## config.mk

```make
export PLATFORM = sky130hd
export DESIGN_NAME = gpu_host_mem_port
export DESIGN_NICKNAME = d
export VERILOG_FILES = /design/src/rtl/gpu_host_mem_port.sv
export SDC_FILE = /design/constraint.sdc
export NUM_CORES = 1
export LEC_CHECK = 0
export ABC_AREA = 1
export BUFFER_PORTS_ARGS = -buffer_cell sky130_fd_sc_hd__buf_2
export CORE_UTILIZATION = 45
export CTS_CLUSTER_DIAMETER = 40
export DETAILED_ROUTE_END_ITERATION = 12
export MAX_ROUTING_LAYER = met4
export PLACE_DENSITY = 0.75
export SYNTH_ARGS = -nofsm -noshare
export SYNTH_HDL_FRONTEND = slang
export SYNTH_SLANG_ARGS = --single-unit
```

## constraint.sdc

```tcl
create_clock -name clk -period 1.4 [get_ports clk]
set_input_delay 0.14 -clock clk [delete_from_list [all_inputs] [get_ports clk]]
set_output_delay 0.14 -clock clk [all_outputs]
set_load 0.01 [all_outputs]
```

## src/rtl/gpu_host_mem_port.sv

```systemverilog
// gpu_host_mem_port: host-side sequencer for port B of the GPU dual-port RAM.
// Turns single-byte host req/busy/ack transactions into registered port-B
// accesses and waits out the RAM's registered read latency before acking.
//
// state   | meaning
// --------+-------------------------------------------------------------
// IDLE    | waiting for host_req; a request in the ack cycle is accepted
// WRITE   | ram_wr_en_b high for exactly this cycle
// RD_WAIT | address held on port B, counting down the read latency
// MISS    | address outside the RAM window, ack with host_miss next
module gpu_host_mem_port #(
  parameter int          ADDR_SIZE  = 14,
  parameter int          NUM_WORDS  = 2**ADDR_SIZE,
  parameter logic [19:0] BASE_ADDR  = 20'h00000,
  parameter int          RD_LATENCY = 2
) (
  input  logic        clk,
  input  logic        reset_n,
  input  logic        host_req,
  input  logic        host_wr,
  input  logic [19:0] host_addr,
  input  logic [7:0]  host_wdata,
  output logic        host_busy,
  output logic        host_ack,
  output logic [7:0]  host_rdata,
  output logic        host_miss,
  output logic [19:0] ram_addr_b,
  output logic        ram_wr_en_b,
  output logic [7:0]  ram_data_b,
  input  logic [7:0]  ram_q_b
);

  localparam int               CNT_W     = $clog2(RD_LATENCY + 2);
  localparam logic [CNT_W-1:0] CNT_LAST  = CNT_W'(RD_LATENCY);
  localparam logic [20:0]      WIN_WORDS = 21'(NUM_WORDS);
  // Only the RAM's own address bits are ever driven onto port B.
  localparam logic [19:0]      ADDR_MASK = 20'((64'd1 << ADDR_SIZE) - 64'd1);

  typedef enum logic [1:0] {IDLE, WRITE, RD_WAIT, MISS} state_t;

  state_t           state, state_nxt;
  logic [CNT_W-1:0] cnt, cnt_nxt;
  logic             miss_rd, miss_rd_nxt;
  logic             ack_nxt, miss_nxt, wr_en_nxt;
  logic [7:0]       rdata_nxt, data_nxt;
  logic [19:0]      addr_nxt;

  logic [20:0] diff;
  logic [19:0] off;
  logic        in_window;

  // Window decode: the borrow of the 21-bit subtract flags addresses below BASE_ADDR.
  assign diff      = {1'b0, host_addr} - {1'b0, BASE_ADDR};
  assign off       = diff[19:0];
  assign in_window = !diff[20] && ({1'b0, off} < WIN_WORDS);

  assign host_busy = (state != IDLE);

  // State and output registers; reset drops ram_wr_en_b asynchronously.
  always_ff @(posedge clk or negedge reset_n) begin
    if (!reset_n) begin
      state       <= IDLE;
      cnt         <= '0;
      miss_rd     <= 1'b0;
      host_ack    <= 1'b0;
      host_miss   <= 1'b0;
      host_rdata  <= 8'h00;
      ram_addr_b  <= 20'h00000;
      ram_wr_en_b <= 1'b0;
      ram_data_b  <= 8'h00;
    end else begin
      state       <= state_nxt;
      cnt         <= cnt_nxt;
      miss_rd     <= miss_rd_nxt;
      host_ack    <= ack_nxt;
      host_miss   <= miss_nxt;
      host_rdata  <= rdata_nxt;
      ram_addr_b  <= addr_nxt;
      ram_wr_en_b <= wr_en_nxt;
      ram_data_b  <= data_nxt;
    end
  end

  // Next-state and next-output decode; ack/miss/write-enable default low so each is a single-cycle pulse.
  always_comb begin
    state_nxt   = state;
    cnt_nxt     = cnt;
    miss_rd_nxt = miss_rd;
    ack_nxt     = 1'b0;
    miss_nxt    = 1'b0;
    wr_en_nxt   = 1'b0;
    rdata_nxt   = host_rdata;
    addr_nxt    = ram_addr_b;
    data_nxt    = ram_data_b;

    case (state)
      IDLE: begin
        if (host_req) begin
          if (in_window) begin
            addr_nxt = off & ADDR_MASK;
            if (host_wr) begin
              data_nxt  = host_wdata;
              wr_en_nxt = 1'b1;
              state_nxt = WRITE;
            end else begin
              cnt_nxt   = '0;
              state_nxt = RD_WAIT;
            end
          end else begin
            miss_rd_nxt = !host_wr;
            state_nxt   = MISS;
          end
        end
      end
      WRITE: begin
        ack_nxt   = 1'b1;
        state_nxt = IDLE;
      end
      RD_WAIT: begin
        if (cnt == CNT_LAST) begin
          rdata_nxt = ram_q_b;
          ack_nxt   = 1'b1;
          state_nxt = IDLE;
        end else begin
          cnt_nxt = cnt + 1'b1;
        end
      end
      MISS: begin
        ack_nxt  = 1'b1;
        miss_nxt = 1'b1;
        if (miss_rd) rdata_nxt = 8'hFF;
        state_nxt = IDLE;
      end
      default: state_nxt = IDLE;
    endcase
  end

endmodule

```

==> flow_summary_export.csv <==
group,metric,value,unit
outcome,status,"finished, final reports clean",
route,post_drt_via_cell_ratio,4.54,
sta,min_period_over_period,92.9,%
yosys,synthTopCellsByArea,"dfrtp_1 59%, nand2_1 16%, o22a_1 4.3%",
min_path,min-delay-path-class,"in2reg",
setup_path,crit_path_start_kind,"flop",
route,drc,0,
cts,cts_tree,"yes",
sta,hold_viol,0,
cts,numCtsBuffers,5,
setup_path,cpMostUsedCell,"nand2_1",
cts,htree_levels,2,
yosys,synth_top_cell_area_share,58.9,%
grt,antenna_found_initial,0,
die,die_area,3830,um^2
yosys,synth.distinct_cells,22,
yosys,syn_avg_cell_area,9.90,um^2
setup_path,crit_path_end_kind,"flop",
setup_path,cpPeakStageDelay,460,ps
cells_and_area,mostFrequentLayoutCells,"73 x buf_2, 69 x nand2_1, 37 x dfrtp_1",
grt,grt_use_total,19.5,%
route,first_pass_iters,4,
yosys,synth_top_area_cell,"dfrtp_1",
grt,grt_pass1_wl,5.17,mm
cells_and_area,diodes,0,
power_and_ir_drop,power_density,1560,nW/um^2
sta,skew,2.65,ps
setup_path,reg2reg_depth,6,
power_and_ir_drop,peakVddDrop,0.000669,V
cts,clock_latency,340,ps
setup_path,crit_fanout,10,
route,ant_nets,0,
yosys,yosys_warnings,0,
cells_and_area,nFillCells,284,
cts,cts.sinks,38,
sta,min_period,1300,ps
grt,grt-ovfl-total,0,
cells_and_area,final_common_cell,"buf_2",
cells_and_area,drive_gt1_share,38.8,%
route,drtIter0Drc,84,
die,die-height,61.9,um
die,dieWidth,61.9,um
yosys,seq_area_frac_synth,58.9,%
setup_path,required,1680,ps
die,std_cell_rows,21,
route,totalWireLength,3.36,mm
cts,cts.reportedPaths.clkPinSlew,110,ps
placed_design,dp_hpwl,2.44,mm
grt,grt_max_degree,22,
die,start_util,47.6,%
sta,final-setup-viol-count,0,
sta,rsz0062_at_grt,"false",
yosys,synth_cells,163,
min_path,worstHoldPathCells,3,
cells_and_area,area_growth,37.4,%
flow_run,max_cap_viol_count,0,
die,ios,80,
route,wl_per_cell,11.3,um
yosys,ys_ff_latch,38,
cells_and_area,multi_input_area,579,um^2
sta,max_freq,769,MHz
cts,max-clock-path-buffers,2,
placed_design,io_buffers,73,
cts,clock_tree.root_cell,"clkbuf_4",
setup_path,path_class,"reg2reg",
cells_and_area,finish.utilization,65.4,%
sta,tns,0,ps
setup_path,critPathSlowestCell,"dfrtp_2",
grt,grt_pass1_vias,1178,
power_and_ir_drop,power_leakage,1.30,nW
placed_design,place_congestion,0.707,
yosys,synth_area,1610,um^2
route,vias,1343,
die,core_area,3390,um^2
cells_and_area,final_nets,290,
setup_path,cp_cell_sequence,"nor2_4 > nand2_4 > nor2_8 > buf_4 > nand2_1 > nand2_1",
sta,slew_viol_final,0,
setup_path,cp.arrival,1580,ps
cells_and_area,regArea,952,um^2
## critical path: cells and delay by family (launching register included)
kind | cells | cell delay (ps)
simple gates | 5 | 580
flops | 1 | 460
buf+inv | 1 | 200
## cell type report
| cell class | count | area share [%] |
|---|---|---|
| Clock inverter | 2 | 2.71 |
| Inverter | 6 | 1.24 |
| Tap cell | 46 | 2.59 |
| Timing Repair Buffer | 84 | 22.1 |
| Clock buffer | 6 | 2.31 |
| Multi-Input combinational cell | 114 | 26.1 |
| Sequential cell | 38 | 42.9 |
## synthesized netlist by cell type
library cell / instances
buf_4: 7
buf_6: 2
buf_8: 1
conb_1: 1
dfrtp_1: 38
ha_1: 1
inv_1: 5
inv_6: 1
nand2_1: 70
nand2_2: 1
nand2_4: 2
nand3_1: 10
nand3_2: 1
nand3_4: 1
nand3b_1: 1
nand4_1: 2
nor2_1: 7
nor2_4: 1
nor2_8: 1
o211ai_1: 1
o21ai_0: 1
o22a_1: 8
## worst paths after layout
path                               start       endpoint  slack [ps]
min in group asynchronous        reset_n  ram_addr_b[9]         250
hold / removal              host_addr[3]  ram_addr_b[3]           8
setup reg to reg                state[1]  ram_addr_b[6]         100
hold reg to reg            ram_addr_b[3]  ram_addr_b[3]         470
max in group asynchronous        reset_n       state[1]         690
setup / recovery                state[1]  ram_addr_b[6]         100
## state kept, by name, summed over array words and instances (netlist names)
name and flops:
cnt 2, host_ack 1, ram_wr_en_b 1, state 2, ram_addr_b 14, miss_rd 1, ram_data_b 8, host_miss 1
host_rdata 8
## where the power goes
group	switching (mW)	leakage (nW)	internal [mW]
clock	0.348	0.0585	0.605
combinational	0.550	0.749	0.454
sequential	0.149	0.491	1.36
total	1.05	1.30	2.41
## logic make-up (layout without fill, tap and decap cells)
family          Yosys count  count (layout)  synth area share [%]
other cells               1               6                 0.232
flops                    38              38                  58.9
compound gates           10              10                  5.12
simple gates             97              97                  27.7
buf+inv                  16              98                  7.29
fa+ha+maj                 1               1                 0.775
## stage by stage
| step | cell area, um^2 | hold slack (ps) | setup slack (ps) | std cells | power (mW) |
|---|---|---|---|---|---|
| 2_1_floorplan | 1630 | -156 | 171 | 168 | 2.09 |
| 3_3_place_gp | 2010 | 95.6 | 112 | 280 | 2.45 |
| 3_5_place_dp | 2010 | 101 | 97.3 | 280 | 2.48 |
| 4_1_cts | 2190 | 0.460 | 64.4 | 295 | 3.44 |
| 5_1_grt | 2220 | 8.27 | 8.59 | 296 | 3.71 |
| 6_report | 2220 | 7.70 | 99.7 | 296 | 3.46 |
## per-layer routing
metal / part of all wire, % / vias to the layer above / track usage [%]
met2: 44 / 65 / 29.2
met5: 0 / - / -
met1: 47 / 592 / 25.4
met4: 1.3 / 0 / 6.67
li1: - / 680 / -
met3: 7.4 / 6 / 5.59
## timing repair
action / in CTS / in global routing
endpoints found under the hold margin: 23 / 0
endpoints found under the setup margin: 0 / 7
buffers inserted: 0 / 1
hold buffers: 7 / 0
gates resized for setup: 0 / 5
Power figures use the tool's default switching activity.
